<file path="src/rtl/dram_port_arbiter_pkg.sv">
// Shared constants for the DataRAM port arbiter: port indices and default widths.
package dram_port_arbiter_pkg;

    localparam logic PORT_CPU  = 1'b0;
    localparam logic PORT_HOST = 1'b1;

    localparam int unsigned DEF_ADDR_W     = 5;
    localparam int unsigned DEF_DATA_W     = 32;
    localparam int unsigned DEF_MAX_STREAK = 4;
    localparam int unsigned STREAK_W       = 4;

endpackage

</file>
<file path="src/rtl/arb_streak_ctr.sv">
// Two-way arbiter with bounded-streak fairness: the owner keeps winning contested
// cycles until it has been granted MAX_STREAK times in a row.
module arb_streak_ctr
    import dram_port_arbiter_pkg::*;
#(
    parameter int unsigned MAX_STREAK = DEF_MAX_STREAK
) (
    input  logic i_clk,
    input  logic i_rst_n,
    input  logic i_req0,
    input  logic i_req1,
    output logic o_gnt0,
    output logic o_gnt1
);

    localparam logic [STREAK_W-1:0] MaxStreak = STREAK_W'(MAX_STREAK);

    logic                r_owner;
    logic [STREAK_W-1:0] r_streak;
    logic                w_owner_d;
    logic [STREAK_W-1:0] w_streak_d;
    logic                w_any;
    logic                w_winner;

    always_comb begin
        w_any = i_req0 | i_req1;
        if (i_req0 && i_req1) begin
            w_winner = (r_streak < MaxStreak) ? r_owner : ~r_owner;
        end else if (i_req1) begin
            w_winner = PORT_HOST;
        end else begin
            w_winner = PORT_CPU;
        end
        // Grants are suppressed for the whole time reset is held low.
        o_gnt0 = i_rst_n & w_any & (w_winner == PORT_CPU);
        o_gnt1 = i_rst_n & w_any & (w_winner == PORT_HOST);
    end

    always_comb begin
        w_owner_d  = r_owner;
        w_streak_d = r_streak;
        if (!w_any) begin
            w_streak_d = '0;
        end else if (w_winner == r_owner) begin
            if (r_streak < MaxStreak) begin
                w_streak_d = r_streak + 1'b1;
            end
        end else begin
            w_owner_d  = w_winner;
            w_streak_d = STREAK_W'(1);
        end
    end

    always_ff @(posedge i_clk or negedge i_rst_n) begin
        if (!i_rst_n) begin
            r_owner  <= PORT_CPU;
            r_streak <= '0;
        end else begin
            r_owner  <= w_owner_d;
            r_streak <= w_streak_d;
        end
    end

endmodule

</file>
<file path="src/rtl/dram_port_arbiter.sv">
// Shares the single-port DataRAM between the CPU (port 0) and the host loader (port 1),
// muxing the winner's command onto the RAM and returning registered read data.
module dram_port_arbiter
    import dram_port_arbiter_pkg::*;
#(
    parameter int unsigned ADDR_W     = DEF_ADDR_W,
    parameter int unsigned DATA_W     = DEF_DATA_W,
    parameter int unsigned MAX_STREAK = DEF_MAX_STREAK
) (
    input  logic              Clk,
    input  logic              Reset,
    input  logic              Req0,
    input  logic              We0,
    input  logic [ADDR_W-1:0] Addr0,
    input  logic [DATA_W-1:0] WData0,
    input  logic              Req1,
    input  logic              We1,
    input  logic [ADDR_W-1:0] Addr1,
    input  logic [DATA_W-1:0] WData1,
    output logic              Gnt0,
    output logic              Gnt1,
    output logic              RValid0,
    output logic              RValid1,
    output logic [DATA_W-1:0] RData0,
    output logic [DATA_W-1:0] RData1,
    output logic              Stall0,
    output logic [ADDR_W-1:0] MemAddr,
    output logic [DATA_W-1:0] MemDataIn,
    output logic              MemWR,
    input  logic [DATA_W-1:0] MemDataOut
);

    logic              w_gnt0;
    logic              w_gnt1;
    logic              w_rd0;
    logic              w_rd1;
    logic [ADDR_W-1:0] r_last_addr;
    logic [DATA_W-1:0] r_last_wdata;
    logic              r_rvalid0;
    logic              r_rvalid1;
    logic [DATA_W-1:0] r_rdata0;
    logic [DATA_W-1:0] r_rdata1;

    arb_streak_ctr #(
        .MAX_STREAK (MAX_STREAK)
    ) u_arb (
        .i_clk   (Clk),
        .i_rst_n (Reset),
        .i_req0  (Req0),
        .i_req1  (Req1),
        .o_gnt0  (w_gnt0),
        .o_gnt1  (w_gnt1)
    );

    // With no winner the RAM address bus parks on the last command.
    always_comb begin
        MemAddr   = r_last_addr;
        MemDataIn = r_last_wdata;
        MemWR     = 1'b0;
        if (w_gnt0) begin
            MemAddr   = Addr0;
            MemDataIn = WData0;
            MemWR     = We0;
        end else if (w_gnt1) begin
            MemAddr   = Addr1;
            MemDataIn = WData1;
            MemWR     = We1;
        end
    end

    assign w_rd0 = w_gnt0 & ~We0;
    assign w_rd1 = w_gnt1 & ~We1;

    always_ff @(posedge Clk or negedge Reset) begin
        if (!Reset) begin
            r_last_addr  <= '0;
            r_last_wdata <= '0;
            r_rvalid0    <= 1'b0;
            r_rvalid1    <= 1'b0;
            r_rdata0     <= '0;
            r_rdata1     <= '0;
        end else begin
            r_last_addr  <= MemAddr;
            r_last_wdata <= MemDataIn;
            r_rvalid0    <= w_rd0;
            r_rvalid1    <= w_rd1;
            if (w_rd0) begin
                r_rdata0 <= MemDataOut;
            end
            if (w_rd1) begin
                r_rdata1 <= MemDataOut;
            end
        end
    end

    assign Gnt0    = w_gnt0;
    assign Gnt1    = w_gnt1;
    assign Stall0  = Req0 & ~w_gnt0;
    assign RValid0 = r_rvalid0;
    assign RValid1 = r_rvalid1;
    assign RData0  = r_rdata0;
    assign RData1  = r_rdata1;

endmodule

</file>
<file path="config.mk">
export PLATFORM = sky130hd
export DESIGN_NAME = dram_port_arbiter
export DESIGN_NICKNAME = d
export VERILOG_FILES = /design/src/rtl/dram_port_arbiter_pkg.sv /design/src/rtl/arb_streak_ctr.sv /design/src/rtl/dram_port_arbiter.sv
export SDC_FILE = /design/constraint.sdc
export NUM_CORES = 1
export LEC_CHECK = 0
export ABC_AREA = 1
export CAP_MARGIN = 20
export CORE_MARGIN = 8
export CORE_UTILIZATION = 39
export CTS_CLUSTER_DIAMETER = 50
export DETAILED_ROUTE_END_ITERATION = 12
export GPL_TIMING_DRIVEN = 0
export PLACE_DENSITY = 0.84
export SLEW_MARGIN = 20
export SYNTH_ARGS = -nofsm -noshare
export SYNTH_HDL_FRONTEND = slang
export SYNTH_SLANG_ARGS = --single-unit
</file>
<file path="constraint.sdc">
create_clock -name Clk -period 1.5 [get_ports Clk]
set_input_delay 0.15 -clock Clk [delete_from_list [all_inputs] [get_ports Clk]]
set_output_delay 0.15 -clock Clk [all_outputs]
set_load 0.005 [all_outputs]
</file>
==> summary.txt, run 1 <==
Status
  – Status: finished, violations left
  – Failing checks: setup timing

Critical path
  – Crit path arrival time: 2.03 ns
  – Worst EP required: 1.35 ns
  – Reg2Reg Depth: 13
  – RR Endpoint: r_last_wdata[22]$_DFF_PN0_
  – CP Max Fanout: 7
  – Reg2reg start: u_arb.r_streak[2]$_DFFE_PN0P_
  – Worst setup EP type: primary output
  – Reg2reg setup slack: -0.57 ns
  – CP Class: reg2out
  – Crit start category: register

Timing
  – Relative slew slack: 64.4%
  – RSZ-0062 raised after global routing: true
  – Final hold vios: 0
  – Slew @ Worst Pin: 0.535 ns
  – Fin crit share: 145%
  – Setup TNS: -50.82 ns
  – Fmax achieved: 458 MHz
  – Worst hold slack: 0.161 ns
  – Fin worst setup slack: -0.682 ns
  – Final clock skew: 0.00821 ns
  – # setup viols final: 142
  – Tmin final: 2.18 ns
  – Max Slew Vio Count: 0

Global routing
  – First-pass GRT wire length: 33200 um
  – Overall routing resource usage: 25.3%
  – Largest net degree at the start of global routing: 45
  – GR Overflow Total: 0
  – Number of global-route vias before repair: 6256
  – Initial antenna violation count: 0

Synth
  – Seq cells post-synth: 108
  – Synth warn: 0
  – Top-area cell type share of the netlist area: 53.3%
  – Mapped Area: 5070 um2
  – Syn_area_per_cell: 7.93 um2
  – Post-Syn Instances: 640
  – Net Count, Synth: 753
  – Synth area leaders: dfrtp_1 53%, nand2_1 23%, inv_1 6.1%
  – Synth cell types: 23
  – Yosys top cell by area: dfrtp_1
  – Register area share after synthesis: 53.3%

Placement
  – Placed inst area: 7490 um2
  – Input/output buffers: 217
  – Gpl congestion: 0.890
  – Placed insts: 1030
  – Post-Place Setup Slack: -1.26 ns
  – Post-detail-place hpwl: 12500 um

Pwr
  – Total power draw: 11.3 mW
  – Peak supply drop: 0.657 mV
  – Pwr per Cell Area: 1110 nW/um2
  – Leakage: 5.24 nW

Routing
  – Post-Route WL: 25600 um
  – Avg WL per Cell: 22.3 um
  – Length of the first detailed-routing pass in iterations: 5
  – Initial DRC Count: 597
  – DRC: 0
  – Vias/cell: 5.22
  – Via count: 6016
  – ANT nets after route: 0

Layout
  – Final nets: 1088
  – Fin util: 80.3%
  – Diode count: 0
  – Final cell count without fillers: 1152
  – Area growth, synth to finish: 101%
  – Share of cells above drive strength 1: 39.8%
  – Finished Cell Area: 10200 um2

Hold path
  – HP Start: Req1
  – Worst Hold Path EP: u_arb.r_streak[0]$_DFFE_PN0P_
  – Class of the worst hold path: in2reg
  – Hold depth: 3

Clock network
  – TritonCTS clock tree: built
  – CTS Buf Count: 9
  – Clock Tree Root: clkbuf_16
  – Clk slew on worst S/H paths: 0.08 ns
  – CTS sink cnt: 108
  – Worst skew pair latency: 0.35 ns
  – H-tree Lvls: 3
  – Clk buf depth: 2

Floorplan
  – Die extent in x: 130 um
  – Initial Utilization: 40.0%
  – I/O pins: 219
  – Die ar.: 16900 um2
  – Core area: 12700 um2
  – Die H: 130 um
  – Std-Cell Rows: 41

Run
  – Max-Cap Viols: 0
-- synthesized netlist by cell type (all sizes together) --
cell / count
nor2: 8
buf: 30
inv: 85
o211ai: 2
xnor2: 1
nand2: 314
dfrtp: 108
o21ai: 3
nand4: 37
nand3: 41
ha: 1
clkbuf: 7
nand3b: 1
a21oi: 2
-- what timing repair did --
item | CTS | global route
resized for setup | 417 | 159
gates cloned | 20 | 1
endpoints found under the setup margin | 132 | 144
hold endpoints to repair | 42 | 67
pin swaps | 83 | 58
setup buffers | 86 | 20
-- report_power, final --
part | leakage [nW] | total, mW | internal [mW] | switching [mW]
registers | 1.33 | 3.93 | 3.55 | 0.387
logic | 3.76 | 4.99 | 2.80 | 2.19
clock network | 0.143 | 2.40 | 1.21 | 1.19
-- cells by family after synthesis --
kind of cell	after synthesis	synth area share, %
compound gates	7	0.863
xor+xnor	1	0.173
fa+ha+maj	1	0.247
buf+inv	122	11.5
flops	108	53.3
simple gates	401	34.0
-- cells in the final DEF, fill, tap and decap left out, types with 2 or more instances in the layout --
| cell type | synthesis | routed |
|---|---|---|
| nor2_1 | 5 | 4 |
| clkdlybuf4s50_1 | 0 | 175 |
| buf_8 | 0 | 22 |
| nand3_4 | 2 | 4 |
| nand2_1 | 311 | 159 |
| nand4_1 | 37 | 37 |
| nand3_1 | 38 | 11 |
| inv_4 | 0 | 2 |
| o211ai_1 | 2 | 2 |
| nand2_2 | 1 | 110 |
| clkbuf_1 | 7 | 3 |
| buf_2 | 9 | 12 |
| buf_6 | 9 | 80 |
| nand3_2 | 1 | 26 |
| nand2_4 | 2 | 44 |
| nor2_4 | 3 | 3 |
| buf_16 | 0 | 12 |
| buf_12 | 0 | 19 |
| clkbuf_2 | 0 | 4 |
| clkinv_4 | 0 | 3 |
| dlygate4sd3_1 | 0 | 3 |
| inv_8 | 0 | 3 |
| dfrtp_1 | 108 | 108 |
| buf_4 | 12 | 28 |
| a21oi_1 | 2 | 2 |
| clkbuf_16 | 0 | 10 |
| inv_1 | 82 | 81 |
-- worst max-delay path, cell delays in order, from the launching register on --
cell     delay, ns
dfrtp_1       0.44
o21ai_2       0.20
nand3_4       0.14
buf_8         0.16
buf_8         0.14
buf_6         0.13
nand4_1       0.11
nand3_1       0.14
nand2_2       0.12
buf_6         0.10
-- sequential cells by signal (all words and copies together) (netlist names) --
name,flops
RData0,32
RData1,32
r_last_wdata,32
r_last_addr,5
u_arb.r_streak,4
RValid0,1
RValid1,1
u_arb.r_owner,1
-- worst max path at each step --
stage               cells past startpoint             to  slack [ns]                          start
finish                                  9   MemDataIn[8]       -0.68  u_arb.r_streak[2]$_DFFE_PN0P_
global placement                       10  MemDataIn[15]       -4.97                          Reset
CTS                                    11  MemDataIn[18]       -0.60  u_arb.r_streak[3]$_DFFE_PN0P_
global route                           10  MemDataIn[17]       -0.86  u_arb.r_streak[2]$_DFFE_PN0P_
floorplan                               9  MemDataIn[10]        0.04  u_arb.r_streak[2]$_DFFE_PN0P_
detailed placement                      8  MemDataIn[23]       -1.26                          Reset
-- routing by layer --
metal,track usage [%],vias to the layer above,part of all wire (%)
li1,-,2628,-
met1,27.6,2899,35
met2,45.4,388,50
met3,7.34,101,11
met4,9.63,0,3.9
met5,0,-,0
-- area by class of cell --
type	instances	area (um2)
inverters	85	332
multi-input cells	410	2540
flip-flops and latches	108	2700
repair buffers	324	3620
clock inverters	6	56.3
fillers	676	2490
well taps	172	215
plain buffers	37	468
clock buffers	10	239
Power figures use the tool's default switching activity.
==> run 2: changes to the inputs <==
Settings changed: CELL_PAD_IN_SITES_DETAIL_PLACEMENT set to 0, CELL_PAD_IN_SITES_GLOBAL_PLACEMENT set to 1, CORE_MARGIN 8 to 1.5, CORE_UTILIZATION 39 to 40, DONT_BUFFER_PORTS set to 1, PLACE_DENSITY 0.84 to 0.81.
==> summary.txt, run 2 (same netlist as run 1, synthesis figures left out) <==
Routing
  – DRC: 0
  – DR WL met3: 1450 um
  – Vias/cell: 4.94
  – Wl on met1: 6020 um
  – ANT nets after route: 0
  – Met2 WL: 7690 um
  – Post-Route WL: 15400 um
  – Length of the first detailed-routing pass in iterations: 4
  – Via count: 4618
  – Avg WL per Cell: 16.5 um
  – Top Metal Used: met4
  – Initial DRC Count: 171

Pwr
  – Peak supply drop: 0.585 mV
  – Total power draw: 8.82 mW
  – Pwr per Cell Area: 1150 nW/um2
  – Leakage: 4.07 nW

Placement
  – Placed inst area: 5280 um2
  – Gpl congestion: 0.789
  – Post-detail-place hpwl: 9200 um
  – Placed insts: 808
  – Input/output buffers: 0

Timing
  – Slew @ Worst Pin: 0.474 ns
  – Final hold vios: 108
  – Max Slew Vio Count: 0
  – Fin crit share: 131%
  – Worst hold slack: -0.521 ns
  – Fmax achieved: 509 MHz
  – Tmin final: 1.96 ns
  – # setup viols final: 142
  – Final clock skew: 0.00992 ns
  – Fin worst setup slack: -0.463 ns
  – Relative slew slack: 68.4%
  – RSZ-0062 raised after global routing: true

Global routing
  – Number of global-route vias before repair: 4580
  – Largest net degree at the start of global routing: 112
  – Overall routing resource usage: 21.3%
  – GR Overflow Total: 0
  – First-pass GRT wire length: 21900 um
  – Initial antenna violation count: 0

Clock network
  – CTS Buf Count: 9
  – Clock Tree Root: clkbuf_16
  – CTS sink cnt: 108
  – TritonCTS clock tree: built
  – Hold buffer count at cts: 70
  – Clk buf depth: 2
  – Clk slew on worst S/H paths: 0.08 ns
  – H-tree Lvls: 3
  – Worst skew pair latency: 0.36 ns

Floorplan
  – Initial Utilization: 41.5%
  – Std-Cell Rows: 40
  – Die extent in x: 116 um
  – Core area: 12200 um2
  – Die H: 116 um
  – Die ar.: 13400 um2
  – I/O pins: 219

Layout
  – Most frequent cells in the layout: 204 x nand2_1, 108 x dfrtp_1, 84 x nand2_2
  – Share of cells above drive strength 1: 30.2%
  – Finished Cell Area: 7670 um2
  – Final cell count without fillers: 935
  – Diode count: 0
  – Layout fillers: 1019
  – Most common cell after layout, fill and taps aside: nand2_1
  – Final nets: 875
  – Area growth, synth to finish: 51.3%

Critical path
  – CP Class: reg2out
  – Crit start category: register
  – CP Max Fanout: 7
  – Crit path arrival time: 1.81 ns
  – Worst EP required: 1.35 ns
  – Worst setup EP type: primary output

Run
  – Max-Cap Viols: 0

Status
  – Failing checks: hold timing, setup timing
  – Status: finished, violations left

Hold path
  – Class of the worst hold path: in2async
-- run 2: cell count changes in the layout (fill, tap and decap cells not counted), moves of 7 or more --
cell	change
buf_12	-9
buf_4	-16
buf_16	-9
buf_2	-10
nand2_4	-20
buf_6	-63
nand2_1	+45
clkbuf_16	+7
dlygate4sd3_1	+67
clkdlybuf4s50_1	-175
nand2_2	-26
-- run 2: repair_timing --
action / 4_1_cts / 5_1_grt
gates cloned: 6 / 8
endpoints found under the hold margin: 210 / 108
setup endpoints to repair: 135 / 143
resized for setup: 121 / 119
setup buffers: 15 / 16
pin swaps: 38 / 47
-- run 2: power by group --
group	total, mW	internal, mW	switching [mW]
clock network	2.54	1.34	1.20
logic	2.30	1.06	1.24
registers	3.99	3.54	0.442
-- run 2: routing by layer --
layer	global-route usage [%]	up-vias
met5	0	-
met4	6.67	0
met3	9.15	22
met2	38.4	193
met1	22.6	2207
li1	-	2196
-- run 2: worst max-delay path, cell delays in order, from the launching register on --
cell       delay [ns]
dfrtp_1          0.43
o21ai_2          0.21
nand3_4          0.13
nand2_4          0.12
nand2_8          0.07
inv_6            0.07
buf_12           0.14
clkbuf_16        0.16
nand2_2          0.05
nand2_2          0.07
-- run 2: metrics by stage --
stage | worst slack, ns | util [%] | setup TNS, ns
2_1_floorplan | 0.0406 | - | 0
3_3_place_gp | -0.145 | 43.3 | -9.27
3_5_place_dp | -0.189 | 43.3 | -15.29
4_1_cts | -0.477 | 57.0 | -25.16
5_1_grt | -0.529 | 62.8 | -40.84
6_report | -0.463 | 62.8 | -31.32
-- run 2: worst paths after layout --
path,cells after the start,end,startpoint,slack (ns)
max,9,MemDataIn[7],u_arb.r_streak[2]$_DFFE_PN0P_,-0.46
min,0,r_last_wdata[13]$_DFF_PN0_,Reset,-0.52
max reg2reg,11,RData0[18]$_DFFE_PN0P_,u_arb.r_streak[2]$_DFFE_PN0P_,-0.33
min reg2reg,2,RData0[27]$_DFFE_PN0P_,RData0[27]$_DFFE_PN0P_,0.51
max in group asynchronous,0,r_last_wdata[29]$_DFF_PN0_,Reset,1.88
min in group Clk,2,u_arb.r_streak[0]$_DFFE_PN0P_,Req0,0.05
-- run 2: cell type report --
class                   count  area, um2  area share [%]
repair buffers            112       1370            17.9
multi-input cells         410       2320            30.3
well taps                 168        210            2.74
plain buffers              36        414            5.40
clock inverters             7       92.6            1.21
inverters                  85        334            4.35
clock buffers               9        225            2.93
flip-flops and latches    108       2700            35.2
==> run 3: changes to the inputs <==
Settings changed: CAP_MARGIN 20 to not set, MAX_ROUTING_LAYER set to met4.
==> summary.txt, run 3 (same netlist as run 1, synthesis figures left out) <==
Floorplan
  – Die H: 116 um
  – Std-Cell Rows: 40
  – I/O pins: 219
  – Die ar.: 13400 um2
  – Initial Utilization: 41.5%
  – Die extent in x: 116 um
  – Core area: 12200 um2

Placement
  – Gpl congestion: 0.800
  – Post-detail-place hpwl: 9200 um
  – Input/output buffers: 0

Timing
  – Max Slew Vio Count: 0
  – RSZ-0062 raised after global routing: true
  – Final hold vios: 108
  – Slew @ Worst Pin: 0.483 ns
  – Worst hold slack: -0.519 ns
  – # setup viols final: 141
  – Relative slew slack: 67.8%
  – Setup TNS: -30.98 ns
  – Fin crit share: 131%
  – Fmax achieved: 510 MHz
  – Tmin final: 1.96 ns
  – Final clock skew: 0.00788 ns
  – Fin worst setup slack: -0.460 ns

Clock network
  – Worst skew pair latency: 0.36 ns
  – Clk slew on worst S/H paths: 0.08 ns
  – CTS Buf Count: 9
  – TritonCTS clock tree: built
  – Hold buffer count at cts: 70
  – H-tree Lvls: 3
  – CTS sink cnt: 108
  – Clock Tree Root: clkbuf_16
  – Clk buf depth: 2

Critical path
  – Crit path max-delay cell type: dfrtp_1
  – CP Class: reg2out
  – RR Endpoint: RData0[15]$_DFFE_PN0P_
  – CP max stage delay: 0.43 ns
  – CP most frequent cell: nand2_2
  – Worst path cell trace: o21ai_2 -> nand3_4 -> nand2_4 -> nand2_8 -> inv_6 -> buf_12 -> clkbuf_16 -> nand2_2 -> nand2_2
  – Reg2reg setup slack: -0.32 ns
  – CP Max Fanout: 7
  – Reg2reg start: u_arb.r_streak[2]$_DFFE_PN0P_
  – Worst setup EP type: primary output
  – Worst EP required: 1.35 ns
  – Reg2Reg Depth: 11
  – Crit path arrival time: 1.81 ns
  – CP Buf/Inv Count: 3
  – Largest delay contributor family on the critical path: simple AND/OR/NAND/NOR gates
  – Crit start category: register

Status
  – Failing checks: hold timing, setup timing
  – Status: finished, violations left

Layout
  – Most common cell after layout, fill and taps aside: nand2_1
  – Multi-input gate area: 2320 um2
  – Diode count: 0
  – Area growth, synth to finish: 51.3%
  – Share of cells above drive strength 1: 30.2%
  – Register area: 2700 um2
  – Layout fillers: 1019
  – Final nets: 875
  – Most frequent cells in the layout: 204 x nand2_1, 108 x dfrtp_1, 84 x nand2_2

Routing
  – ANT nets after route: 0
  – Vias/cell: 4.98
  – Initial DRC Count: 172
  – DRC: 0
  – Via count: 4659
  – Length of the first detailed-routing pass in iterations: 4
  – Avg WL per Cell: 16.6 um
  – Post-Route WL: 15500 um

Pwr
  – Reg power frac: 45.2%
  – Internal Power: 5.95 mW
  – P_sw: 2.88 mW
  – Clk pwr share: 28.8%
  – Pwr per Cell Area: 1150 nW/um2
  – Comb power frac: 26.1%
  – Peak supply drop: 0.585 mV
  – Total power draw: 8.82 mW
  – Switching share of total power: 32.6%
  – Leakage: 4.07 nW

Global routing
  – GR Overflow Total: 0
  – Number of global-route vias before repair: 4590
  – First-pass GRT wire length: 21900 um
  – Initial antenna violation count: 0
  – Largest net degree at the start of global routing: 112
  – Overall routing resource usage: 22.0%

Hold path
  – Class of the worst hold path: in2async

Run
  – Max-Cap Viols: 0
## run 3: cell counts in the layout (fill, tap and decap cells not counted)
No cell type changed its count.
## run 3: worst max-delay path by stage
stage / from / end / slack [ns] / depth (start not counted)
after global routing: u_arb.r_streak[2]$_DFFE_PN0P_ / MemDataIn[17] / -0.53 / 9
after CTS: u_arb.r_streak[3]$_DFFE_PN0P_ / MemDataIn[9] / -0.48 / 7
after floorplan: u_arb.r_streak[2]$_DFFE_PN0P_ / MemDataIn[10] / 0.04 / 9
after global placement: u_arb.r_streak[2]$_DFFE_PN0P_ / MemWR / -0.15 / 8
after detailed placement: u_arb.r_streak[2]$_DFFE_PN0P_ / MemDataIn[12] / -0.19 / 8
final: u_arb.r_streak[2]$_DFFE_PN0P_ / MemDataIn[7] / -0.46 / 9
## run 3: through the flow
| stage | util [%] | cell area, um2 | worst slack, ns | hold WS (ns) | std cells |
|---|---|---|---|---|---|
| after global placement | 43.3 | 5280 | -0.145 | -0.143 | 808 |
| after floorplan | - | 5070 | 0.0406 | -0.146 | 640 |
| after detailed placement | 43.3 | 5280 | -0.189 | -0.143 | 808 |
| final | 62.8 | 7670 | -0.460 | -0.519 | 935 |
| after CTS | 57.0 | 6960 | -0.477 | -0.534 | 915 |
| after global routing | 62.8 | 7670 | -0.529 | -0.540 | 935 |
## run 3: cell type report
class                   instances  area share (%)
multi-input cells             410            30.3
flip-flops and latches        108            35.2
clock buffers                   9            2.93
repair buffers                112            17.9
inverters                      85            4.35
plain buffers                  36            5.40
well taps                     168            2.74
clock inverters                 7            1.21
## run 3: layer usage
| layer | track usage (%) | part of all wire [%] | vias to the layer above |
|---|---|---|---|
| met5 | - | 0 | - |
| met4 | 6.91 | 1.6 | 0 |
| li1 | - | - | 2190 |
| met1 | 23.4 | 39 | 2216 |
| met2 | 38.1 | 49 | 228 |
| met3 | 8.05 | 9.8 | 25 |
## run 3: power groups by stage
| stage | logic (mW) | clock network (mW) | registers (mW) |
|---|---|---|---|
| 6_report | 2.30 | 2.54 | 3.99 |
| 5_1_grt | 2.53 | 2.70 | 4.06 |
| 4_1_cts | 1.90 | 2.59 | 3.98 |
| 3_5_place_dp | 1.44 | 0 | 4.02 |
| 3_3_place_gp | 1.37 | 0 | 4.02 |
| 2_1_floorplan | 1.15 | 0 | 3.89 |
## run 3: what timing repair did
action | in CTS | in global routing
cloned | 6 | 8
hold endpoints to repair | 210 | 108
endpoints found under the setup margin | 135 | 143
gates resized for setup | 121 | 119
pin swaps | 38 | 47
setup buffers | 15 | 16
